### src/rtl/usb_rx_packet_sequencer.sv
// USB receive packet sequencer: SYNC, PID, payload packing, CRC/length check.
// Define USB_RX_PID_CHECK_EN to require the PID upper nibble to be ~PID.
module usb_rx_packet_sequencer #(
   parameter int MAX_BYTES = 64
) (
   input  logic        clk,
   input  logic        rst,
   input  logic        byte_received,
   input  logic [7:0]  rx_byte,
   input  logic        eop,
   input  logic        crc_ok,
   input  logic        fifo_full,
   output logic        receiving,
   output logic        crc_clear,
   output logic        packet_type,
   output logic [3:0]  pid,
   output logic [15:0] rx_data,
   output logic        write_enable,
   output logic        packet_done,
   output logic        rcv_error
);
   localparam int CW = $clog2(MAX_BYTES + 3);
   localparam logic [CW-1:0] TOKEN_LIM = CW'(2);
   localparam logic [CW-1:0] DATA_LIM = CW'(MAX_BYTES + 2);

   typedef enum logic [2:0] {
      IDLE, PID, PAYLOAD, CHECK, DONE, ERR
   } state_t;

   typedef enum logic [1:0] {
      K_TOKEN, K_DATA, K_HS
   } kind_t;

   state_t        state, state_n;
   kind_t         kind, kind_n;
   logic [CW-1:0] count, count_n, limit;
   logic          ended, ended_n;
   logic          crc_good, crc_good_n;
   logic          receiving_n, crc_clear_n, type_n;
   logic          we_n, done_n, err_n;
   logic [3:0]    pid_n;
   logic [15:0]   data_n;
   logic          pid_ok, byte_err, pass;

`ifdef USB_RX_PID_CHECK_EN
   assign pid_ok = (rx_byte[7:4] == ~rx_byte[3:0]);
`else
   assign pid_ok = 1'b1;
`endif

   assign limit = (kind == K_DATA)  ? DATA_LIM :
                  (kind == K_TOKEN) ? TOKEN_LIM : '0;

   assign pass = (kind == K_HS) ? (count == '0) :
                 crc_good && ((kind == K_TOKEN) ? (count == TOKEN_LIM)
                                                : (count >= TOKEN_LIM));

   always_comb begin
      state_n     = state;
      kind_n      = kind;
      count_n     = count;
      ended_n     = ended;
      crc_good_n  = crc_good;
      receiving_n = receiving;
      crc_clear_n = 1'b0;
      type_n      = packet_type;
      pid_n       = pid;
      data_n      = rx_data;
      we_n        = 1'b0;
      done_n      = 1'b0;
      err_n       = rcv_error;
      byte_err    = 1'b0;
      // Remember the packet end so ERR can leave even if eop came earlier
      if (state != IDLE && eop) begin
         ended_n    = 1'b1;
         crc_good_n = crc_ok;
      end
      unique case (state)
         IDLE: begin
            if (byte_received) begin
               if (rx_byte == 8'h80) begin
                  state_n     = PID;
                  crc_clear_n = 1'b1;
                  err_n       = 1'b0;
                  receiving_n = 1'b1;
                  count_n     = '0;
                  ended_n     = 1'b0;
               end else begin
                  byte_err = 1'b1;
               end
            end
         end
         PID: begin
            if (byte_received) begin
               pid_n   = rx_byte[3:0];
               state_n = eop ? CHECK : PAYLOAD;
               case (rx_byte[3:0])
                  4'h1, 4'h9, 4'hD, 4'h5: begin
                     kind_n = K_TOKEN;
                     type_n = 1'b0;
                  end
                  4'h3, 4'hB: begin
                     kind_n = K_DATA;
                     type_n = 1'b1;
                  end
                  4'h2, 4'hA, 4'hE: begin
                     kind_n = K_HS;
                     type_n = 1'b0;
                  end
                  default: byte_err = 1'b1;
               endcase
               if (!pid_ok) byte_err = 1'b1;
            end else if (eop) begin
               byte_err = 1'b1;
            end
         end
         PAYLOAD: begin
            if (byte_received) begin
               if (count == limit) begin
                  byte_err = 1'b1;
               end else begin
                  count_n = count + 1'b1;
                  if (!count[0]) begin
                     data_n[7:0] = rx_byte;
                  end else begin
                     data_n[15:8] = rx_byte;
                     if (fifo_full) byte_err = 1'b1;
                     else we_n = 1'b1;
                  end
               end
            end
            if (eop && !byte_err) begin
               state_n = CHECK;
               if (count_n[0]) begin
                  data_n[15:8] = 8'h00;
                  if (fifo_full) byte_err = 1'b1;
                  else we_n = 1'b1;
               end
            end
         end
         CHECK: begin
            if (pass) begin
               state_n     = DONE;
               done_n      = 1'b1;
               receiving_n = 1'b0;
            end else begin
               byte_err = 1'b1;
            end
         end
         DONE: state_n = IDLE;
         ERR: begin
            if (eop || ended) begin
               state_n     = IDLE;
               receiving_n = 1'b0;
            end
         end
         default: state_n = IDLE;
      endcase
      if (byte_err) begin
         state_n = ERR;
         err_n   = 1'b1;
      end
   end

   always_ff @(posedge clk or posedge rst) begin
      if (rst) begin
         state        <= IDLE;
         kind         <= K_TOKEN;
         count        <= '0;
         ended        <= 1'b0;
         crc_good     <= 1'b0;
         receiving    <= 1'b0;
         crc_clear    <= 1'b0;
         packet_type  <= 1'b0;
         pid          <= '0;
         rx_data      <= '0;
         write_enable <= 1'b0;
         packet_done  <= 1'b0;
         rcv_error    <= 1'b0;
      end else begin
         state        <= state_n;
         kind         <= kind_n;
         count        <= count_n;
         ended        <= ended_n;
         crc_good     <= crc_good_n;
         receiving    <= receiving_n;
         crc_clear    <= crc_clear_n;
         packet_type  <= type_n;
         pid          <= pid_n;
         rx_data      <= data_n;
         write_enable <= we_n;
         packet_done  <= done_n;
         rcv_error    <= err_n;
      end
   end

endmodule
### config.mk
export PLATFORM = sky130hd
export DESIGN_NAME = usb_rx_packet_sequencer
export DESIGN_NICKNAME = d
export VERILOG_FILES = /design/src/rtl/usb_rx_packet_sequencer.sv
export SDC_FILE = /design/constraint.sdc
export NUM_CORES = 1
export LEC_CHECK = 0
export ABC_AREA = 1
export BUFFER_PORTS_ARGS = -buffer_cell sky130_fd_sc_hd__clkbuf_2
export CORE_MARGIN = 4
export CORE_UTILIZATION = 30
export DETAILED_ROUTE_END_ITERATION = 10
export PLACE_DENSITY = 0.6
export SYNTH_ARGS = -nofsm -noshare
export SYNTH_HDL_FRONTEND = slang
export SYNTH_SLANG_ARGS = --single-unit
### constraint.sdc
create_clock -name clk -period 4.7 [get_ports clk]
set_input_delay 0.47 -clock clk [delete_from_list [all_inputs] [get_ports clk]]
set_output_delay 0.47 -clock clk [all_outputs]
set_load 0.03 [all_outputs]
==> summary.md <==
| Metric | Value |
|---|---|
| Status | finished, final reports clean |
| CP Launch Point | count[2]$_DFFE_PP0P_ |
| Power per standard cell area | 668 mW/mm^2 |
| Leak | about 1.3 nW |
| DIE AREA | ~0.0083 sq mm |
| Synth-to-layout area growth | 18.4% |
| Largest net degree at the start of global routing | 41 |
| Fill count | 718 |
| Synthesized flop and latch total | 40 |
| Area share of the largest cell type after synthesis | approximately 48% |
| Final setup vio count | 0 |
| TNS Setup | 0 ns |
| Antenna diode count | 0 |
| Synthesized area | between 0.002 and 0.0025 sq mm |
| Worst hold path class | in2async |
| Antenna violations before repair | 0 |
| # clock sinks | 40 |
| CTS clk-pin slew, worst paths | ~0.08 ns |
| Area leader, netlist | dfrtp_1 |
| Cells after Synth | 270 |
| Die height | slightly above 90 microns |
| TritonCTS clock tree | done |
| Nets | 331 |
| Initial Util | a little under a third |
| Syn Area/Cell | approximately 7.7 sq um |
| Post-cts gate resize count | 0 |
| Total power draw | between 1.5 and 2 mW |
| Post-Syn Nets | approximately 290 |
| Endpoints failing hold | 0 |
| Router iterations before antenna repair | 4 |
| Hold Buf Count CTS | 0 |
| DR WL/cell | about 13 microns |
| Max-slew headroom | 64.5% |
| Layout cell share with drive strength beyond 1 | 19.1% |
| Commonest non-fill, non-tap cell in the layout | nand2_1 |
| Post-route DRC | 0 |
| Top post-synthesis cells by area | dfrtp_1 (48%), nand2_1 (13%), inv_1 (7.6%) |
| Max incr delay on CP | 0.44 ns |
| Vias in the first global route | between 1500 and 2000 |
| Std-Cell Rows | 30 |
| Vias | approximately 1800 |
| Root buffer selected by CTS | clkbuf_8 |
| CP most frequent cell | nand2_1 |
| Routed WL | about 5000 microns |
| Slew Limit Fails | 0 |
| Final Cycle Share | ~44% |
| Port bufs | 39 |
| Dpl hpwl | between 3000 and 4000 microns |
| Later-pin clock latency in the skew report | between 0.2 and 0.3 ns |
| Core area | roughly 0.0068 sq mm |
| Count of cell types in the netlist | 31 |
| Reg2reg start | count[2]$_DFFE_PP0P_ |
| Warnings, synthesis | 0 |
| Drt via density | 4.66 |
| 1st-iter DRT viols | 70 |
| Commonest non-fill, non-tap cells in the layout | nand2_1 (74), inv_1 (42), dfrtp_1 (40) |
| Fin Hold WS | around 0.26 ns |
| Gr usage total | 12.8% |
| Worst setup SP type | flop |
| Post-Layout Cell Count | roughly 390 |
| Total CTS buffers | 5 |
| Fmax | 480 MHz |
| Number of max-cap violations | 0 |
| Die Wd | 91.2 microns |
| Post-placement cell count | roughly 390 |
| RSZ-0062 raised after global routing | no |
| Maximum vdd drop | between 150 and 200 uV |
| Delay-heaviest family, CP | simple AND/OR/NAND/NOR gates |
| Critical Path AT | 2.27 ns |
| CP bufs+invs | 0 |
| CTS Buffer Depth | 2 |
| CP endpoint kind | flop |
| Setup Skew | between 0.008 and 0.009 ns |
| Post-synthesis sequential area ratio | 48.2% |
| Post-CTS setup buffer count | 0 |
| Crit path required time | roughly 4.9 ns |
| Global-route wire length before repair | between 8000 and 9000 microns |
| Crit path time final | ~2.1 ns |
| Critical Path, Cell by Cell | nor2_1 > nand2_1 > nor2_1 > nand3_2 > ha_1 > nand2_1 > o21ai_0 > o31ai_1 > a21oi_1 > nand4_1 > nand2_1 |
| Gr ovfl total | 0 |
| ANT nets after route | 0 |
| GP Congestion | a little over 0.9 |
| Worst path slowest cell | dfrtp_1 |
| # IOs | 40 |
| Crit path max fanout | 6 |
| Kind of critical path | reg2reg |
| CTS H-tree lvls | 2 |
| Slew of the pin with the lowest slew margin | roughly 0.53 ns |
## report_power, final
| group | switching, mW | total [mW] | leakage, nW | internal (mW) |
|---|---|---|---|---|
| clock | 0.121 | 0.279 | 0.0552 | 0.158 |
| sequential | 0.100 | 0.584 | 0.502 | 0.483 |
| combinational | 0.543 | 0.781 | 0.763 | 0.238 |
| total | 0.765 | 1.64 | 1.32 | 0.879 |
## final timing paths
kind	end	slack, ns	cells past startpoint
worst min register to register	pid[0]$_DFFE_PP0P_	0.48	2
worst max-delay path	state[1]$_DFFE_PP0P_	2.61	11
min in group clk	write_enable$_DFF_PP0_	0.40	2
max in group asynchronous	count[4]$_DFFE_PP0P_	4.07	3
worst min-delay path	rx_data[3]$_DFFE_PP0P_	0.26	3
worst max register to register	state[1]$_DFFE_PP0P_	2.61	11
## final cells by class
| type | instances | area, sq um | share of cell area (%) |
|---|---|---|---|
| clock inverters | 2 | 35.0 | 1.42 |
| repair buffers | 40 | 203 | 8.24 |
| well taps | 80 | 100 | 4.07 |
| multi-input cells | 180 | 876 | 35.6 |
| clock buffers | 6 | 72.6 | 2.95 |
| flip-flops and latches | 40 | 1000 | 40.7 |
| inverters | 46 | 173 | 7.02 |
## kinds of logic (layout without fill, tap and decap cells)
kind of cell | after synthesis | count (layout) | synth area share [%]
adder cells (fa/ha/maj) | 4 | 4 | 2.41
buffers and inverters | 50 | 94 | 9.64
multiplexers | 1 | 1 | 0.542
flip-flops | 40 | 40 | 48.2
XOR/XNOR | 2 | 2 | 0.844
AO/OA/AOI/OAI | 49 | 49 | 12.9
AND/OR/NAND/NOR | 124 | 124 | 25.5
## metal layers
metal	routed length (microns)	track usage (%)
met3	345	3.81
met4	89	5.15
met1	2360	16.9
met5	0	0
met2	2180	19.6
## flip-flops by register name, summed over array words and instances, names as in the netlist, 2 cells and up
signal / cells
kind: 2
count: 7
pid: 4
state: 3
rx_data: 16
## worst min-delay path: cells and delay by family
| kind | cells | cell delay, ns |
|---|---|---|
| buf+inv | 3 | 0.54 |
## synth_stat cells
cell      number
nor2_2         2
nand3_1       15
xor2_1         2
buf_2          1
o21ai_2        1
nor3_1         2
a211oi_2       1
buf_4          1
ha_1           4
nand3_2        1
o22ai_1        1
o21ai_1        4
inv_2          3
dfrtp_1       40
nor2_1        18
a21oi_2        1
or2_1          1
o32ai_1        1
o31ai_1        1
mux2_2         1
clkinv_1       1
buf_6          1
nor4_1         1
nand2_2        3
inv_1         42
a21oi_1       21
nand4_1        6
nand3b_1       1
clkbuf_1       1
nand2_1       74
o21ai_0       18
## through the flow
| stage | util, % | setup WS [ns] | area, sq um |
|---|---|---|---|
| 6_report | 36.4 | 2.61 | 2460 |
| 5_1_grt | 36.4 | 2.29 | 2460 |
| 4_1_cts | 36.4 | 2.61 | 2460 |
| 3_5_place_dp | 34.8 | 2.63 | 2350 |
| 3_3_place_gp | 34.8 | 2.68 | 2350 |
| 2_1_floorplan | - | 2.83 | 2080 |
No activity file was read; power rests on OpenSTA's default activity.
